<file path="src/rtl/bcd_cnt_pkg.sv">
// Shared constants for the bcd_cnt display counter: active-low 7-segment codes and digit limits.
// BCD_CNT_HEX_EN selects hexadecimal counting (0..F) instead of decimal (0..9).
`timescale 1ns/1ps
package bcd_cnt_pkg;

  // Segment order {g,f,e,d,c,b,a}; a 0 lights the segment.
  localparam logic [6:0] SEG_0     = 7'b1000000;
  localparam logic [6:0] SEG_1     = 7'b1111001;
  localparam logic [6:0] SEG_2     = 7'b0100100;
  localparam logic [6:0] SEG_3     = 7'b0110000;
  localparam logic [6:0] SEG_4     = 7'b0011001;
  localparam logic [6:0] SEG_5     = 7'b0010010;
  localparam logic [6:0] SEG_6     = 7'b0000010;
  localparam logic [6:0] SEG_7     = 7'b1111000;
  localparam logic [6:0] SEG_8     = 7'b0000000;
  localparam logic [6:0] SEG_9     = 7'b0010000;
  localparam logic [6:0] SEG_A     = 7'b0001000;
  localparam logic [6:0] SEG_B     = 7'b0000011;
  localparam logic [6:0] SEG_C     = 7'b1000110;
  localparam logic [6:0] SEG_D     = 7'b0100001;
  localparam logic [6:0] SEG_E     = 7'b0000110;
  localparam logic [6:0] SEG_F     = 7'b0001110;
  localparam logic [6:0] SEG_BLANK = 7'b1111111;

  localparam logic [3:0] DIGIT_MAX_DEC = 4'd9;
  localparam logic [3:0] DIGIT_MAX_HEX = 4'd15;

`ifdef BCD_CNT_HEX_EN
  localparam logic [3:0] DIGIT_MAX = DIGIT_MAX_HEX;
`else
  localparam logic [3:0] DIGIT_MAX = DIGIT_MAX_DEC;
`endif

endpackage

</file>
<file path="src/rtl/bcd_cnt_seg7_decode.sv">
// Combinational digit to active-low 7-segment decoder.
// BCD_CNT_HEX_EN adds glyphs A..F; otherwise codes 10..15 blank the display.
`timescale 1ns/1ps
module seg7_decode
  import bcd_cnt_pkg::*;
(
  input  logic [3:0] digit,
  output logic [6:0] seg
);

  always_comb begin
    seg = SEG_BLANK;
    case (digit)
      4'd0:  seg = SEG_0;
      4'd1:  seg = SEG_1;
      4'd2:  seg = SEG_2;
      4'd3:  seg = SEG_3;
      4'd4:  seg = SEG_4;
      4'd5:  seg = SEG_5;
      4'd6:  seg = SEG_6;
      4'd7:  seg = SEG_7;
      4'd8:  seg = SEG_8;
      4'd9:  seg = SEG_9;
`ifdef BCD_CNT_HEX_EN
      4'd10: seg = SEG_A;
      4'd11: seg = SEG_B;
      4'd12: seg = SEG_C;
      4'd13: seg = SEG_D;
      4'd14: seg = SEG_E;
      4'd15: seg = SEG_F;
`endif
      default: seg = SEG_BLANK;
    endcase
  end

endmodule

</file>
<file path="src/rtl/bcd_cnt.sv">
// Free-running single-digit counter: clock divider tick advances a digit shown on a 7-segment display.
// Define BCD_CNT_HEX_EN for hexadecimal counting; port list is unchanged.
`timescale 1ns/1ps
module bcd_cnt
  import bcd_cnt_pkg::*;
#(
  parameter int unsigned CLK_DIV = 100_000_000
) (
  input  logic       clk,
  input  logic       rst,
  output logic [6:0] led
);

  localparam logic [31:0] DIV_LAST = 32'(CLK_DIV - 1);

  logic [31:0] div_cnt;
  logic        tick;
  logic [3:0]  digit;

  always_ff @(posedge clk or posedge rst) begin
    if (rst) begin
      div_cnt <= '0;
      tick    <= 1'b0;
    end else if (div_cnt == DIV_LAST) begin
      div_cnt <= '0;
      tick    <= 1'b1;
    end else begin
      div_cnt <= div_cnt + 32'd1;
      tick    <= 1'b0;
    end
  end

  // The digit steps one clock after the tick is registered.
  always_ff @(posedge clk or posedge rst) begin
    if (rst) begin
      digit <= '0;
    end else if (tick) begin
      digit <= (digit == DIGIT_MAX) ? 4'd0 : digit + 4'd1;
    end
  end

  seg7_decode u_dec (
    .digit (digit),
    .seg   (led)
  );

endmodule

</file>
<file path="config.mk">
export PLATFORM = sky130hd
export DESIGN_NAME = bcd_cnt
export DESIGN_NICKNAME = d
export VERILOG_FILES = /design/src/rtl/bcd_cnt_pkg.sv /design/src/rtl/bcd_cnt_seg7_decode.sv /design/src/rtl/bcd_cnt.sv
export SDC_FILE = /design/constraint.sdc
export NUM_CORES = 1
export LEC_CHECK = 0
export ABC_AREA = 1
export BUFFER_PORTS_ARGS = -buffer_cell sky130_fd_sc_hd__buf_2
export CAP_MARGIN = 10
export CORE_AREA = 2 2 84 78
export DETAILED_ROUTE_END_ITERATION = 10
export DIE_AREA = 0 0 86 80
export PLACE_DENSITY = 0.65
export RECOVER_POWER = 50
export SETUP_SLACK_MARGIN = 0.05
export SYNTH_ARGS = -nofsm -noshare
export SYNTH_HDL_FRONTEND = slang
export SYNTH_SLANG_ARGS = --single-unit
</file>
<file path="constraint.sdc">
create_clock -name clk -period 1.7 [get_ports clk]
set_input_delay 0.085 -clock clk [delete_from_list [all_inputs] [get_ports clk]]
set_output_delay 0.085 -clock clk [all_outputs]
set_load 0.03 [all_outputs]
</file>
==> reports/qor.txt <==
Buffers on Ports: 8
Combinational Power Share: 1.3%
Synth area leaders: dfrtp_1 41%, nand2_1 17%, nor2_1 11%
Die Y-Extent: 80 um
CP top delay family: flip-flops
Share of layout cells above drive strength 1: 11.7%
Post-Syn Instances: 323
Final setup violation count: 0
Worst EP required: 1.62 ns
Die area: 6880 sq um
Initial core utilization: 38.0%
RSZ-0062 raised after global routing: true
Final ANT Viol Nets: 0
Avg Vias per Cell: 4.69
Place WS: 0.228 ns
Worst r2r src: div_cnt[0]$_DFF_PP0_
Count of cell types in the netlist: 19
WP buf/inv: 2
Switching Share: 20.5%
Final hold violations: 0
Worst Path Arrival: 1.52 ns
Sw Pwr: 0.311 mW
Seq/Total Area, Yosys: 40.8%
First-pass GRT wire length: 7910 um
CTS H-tree depth: 2
Post-synth net total: 331
FP Rows: 27
Post-synthesis async set-or-reset flop share: 100%
Total of max-cap violations: 0
Fillers: 617
Register Area: 926 sq um
Num CTS Buffers: 5
Power, Total: 1.52 mW
Core footprint: 5980 sq um
I/O Pins: 9
TritonCTS clock tree: yes
EDFF count, synth: 0
Grt total ovfl: 0
Largest net degree at the start of global routing: 38
Detailed Place HPWL: 3590 um
Synth top area share: 40.8%
Min-Delay Path Class: register to register
Post-layout min period: 1.60 ns
Sequential Power Share: 58.1%
Crit path capture type: output port
Clk buf depth: 2
Pwr dens: 595 nW/um^2
Setup WS post-layout: 0.0954 ns
CP max FO: 4
Initial antenna violation count: 0
Slew headroom: 40.2%
Endpoint, Worst Hold: div_cnt[0]$_DFF_PP0_
FF+latch count, synth: 37
GP Congestion: 0.872
Reg-to-reg endpoint: div_cnt[15]$_DFF_PP0_
Post-synth top area cell: dfrtp_1
Vias: 1946
Primary FF master, synth: dfrtp_1
CP max stage delay: 0.42 ns
Clock Power Share: 40.6%
Final #Nets: 351
Initial drt markers: 138
Max Slew Vio Count: 0
Total Wirelength: 4770 um
Number of global-route vias before repair: 1695
Antenna cells: 0
Hold path start: div_cnt[0]$_DFF_PP0_
Crit path kind: register to output port
Avg Cell Area, Syn: 7.03 sq um
Root Buffer Master: clkbuf_8
Footprint of the multi-input gates: 1200 sq um
Worst-path cell with the longest stage delay: dfrtp_1
R2R setup slack: 0.24 ns
Tcrit/Tclk final: 94.4%
Startpoint Class: register
Status: finished, final reports clean
Post-Synthesis Cell Area: 2270 sq um
Worst-margin pin slew: 0.897 ns
P_int: 1.20 mW
Drt drc: 0
Lkg Pwr: 1.29 nW
Max Clock Skew: 0.00814 ns
Die width: 86 um
Clk slew on worst S/H paths: 0.07 ns
TritonRoute pass-1 iters: 4
Layout area overhead: 12.2%
Hold path depth: 1
Drt wl/cell: 11.5 um
Reg2reg path depth: 8
Tot GR Track Use: 14.9%
Synth warnings: 0
CP Cell Sequence: buf_4, ha_1, o21ai_1, o21ai_0, buf_2
Maximum VDD drop: 0.225 mV
Final setup TNS: 0 ns
Clock latency on the worst-skew pair: 0.29 ns
Max Freq: 0.623 GHz
Clock sink total: 37
-- Yosys cell counts, types with 2 or more instances --
cell type	n
a21oi_1	10
dfrtp_1	37
ha_1	6
inv_1	40
nand2_1	101
nand2_2	3
nand2_4	2
nand3_1	19
nand4_1	2
nor2_1	65
nor2_2	3
nor2_4	8
o21ai_0	10
o21bai_1	2
xnor2_1	2
xor2_1	10
-- cells in the final DEF, fill, tap and decap left out, types with 2 or more instances in the layout --
| master | n |
|---|---|
| nor2_1 | 65 |
| nand4_1 | 2 |
| ha_1 | 5 |
| o21ai_1 | 4 |
| xnor2_1 | 2 |
| buf_4 | 6 |
| nor2_2 | 3 |
| dfrtp_1 | 37 |
| inv_1 | 38 |
| nor2_4 | 8 |
| nand2_1 | 101 |
| nand3_1 | 19 |
| clkbuf_8 | 6 |
| inv_2 | 2 |
| a21oi_1 | 10 |
| nand2_2 | 3 |
| xor2_1 | 10 |
| o21bai_1 | 2 |
| o21ai_0 | 5 |
| buf_2 | 6 |
| nand2_4 | 2 |
-- routing by layer --
| layer | routed length [um] | track usage [%] | part of all wire, % |
|---|---|---|---|
| met2 | 1990 | 22.1 | 42 |
| met1 | 2570 | 21.5 | 54 |
| met3 | 143 | 3.72 | 3.0 |
| met4 | 69 | 3.81 | 1.4 |
| met5 | 0 | 0 | 0 |
-- worst reg2reg max path, delay by kind of cell, from the launching register on --
kind | cells | cell delay (ns)
simple gates | 6 | 0.67
fa+ha+maj | 1 | 0.19
buf+inv | 1 | 0.12
flops | 1 | 0.37
-- kinds of logic after synthesis --
logic type      after synthesis  share of synthesized area [%]
compound gates               22                           5.07
xor+xnor                     12                           4.63
fa+ha+maj                     6                           3.31
buf+inv                      42                           7.11
flops                        37                           40.8
simple gates                204                           39.1
-- registers in the layout, summed over array words and instances (netlist names) --
name and flops:
digit 4, div_cnt 32, tick 1
-- worst max-delay path by stage --
stage | depth (start not counted) | to | from | slack [ns]
2_1_floorplan | 4 | led[0] | digit[1]$_DFFE_PP0P_ | 0.12
3_3_place_gp | 8 | div_cnt[16]$_DFF_PP0_ | div_cnt[0]$_DFF_PP0_ | 0.27
3_5_place_dp | 8 | div_cnt[15]$_DFF_PP0_ | div_cnt[0]$_DFF_PP0_ | 0.23
4_1_cts | 6 | led[3] | digit[0]$_DFFE_PP0P_ | 0.05
5_1_grt | 5 | led[6] | digit[0]$_DFFE_PP0P_ | 0.04
6_report | 5 | led[0] | digit[0]$_DFFE_PP0P_ | 0.1
-- power by group through the flow --
stage	Sequential (mW)	Clock [mW]	Combinational (mW)
detailed placement	0.897	0	0.0211
finish	0.880	0.615	0.0200
CTS	0.880	0.633	0.0229
global placement	0.897	0	0.0212
global route	0.879	0.665	0.0249
floorplan	0.897	0	0.0130
-- final cells by class --
| type | count | share of cell area, % |
|---|---|---|
| clock buffers | 7 | 3.39 |
| inverters | 41 | 6.14 |
| multi-input cells | 244 | 47.1 |
| flip-flops and latches | 37 | 36.3 |
| well taps | 72 | 3.53 |
| repair buffers | 14 | 3.53 |
-- what timing repair did --
| action | CTS | global route |
|---|---|---|
| gates cloned | 0 | 0 |
| endpoints found under the setup margin | 2 | 6 |
| endpoints found under the hold margin | 37 | 0 |
| gates resized for setup | 1 | 9 |
| hold buffers | 1 | 0 |
| buffers inserted | 2 | 1 |
| pin swaps | 0 | 0 |
-- stage by stage --
stage	hold slack (ns)	instances	utilization [%]	instance area, sq um
after floorplan	0.265	323	-	2270
after global placement	0.222	404	40.3	2410
after detailed placement	0.220	404	40.3	2410
after CTS	0.457	414	42.2	2520
after global routing	0.488	415	42.6	2550
final	0.468	415	42.6	2550
(Power assumes the default switching activity.)
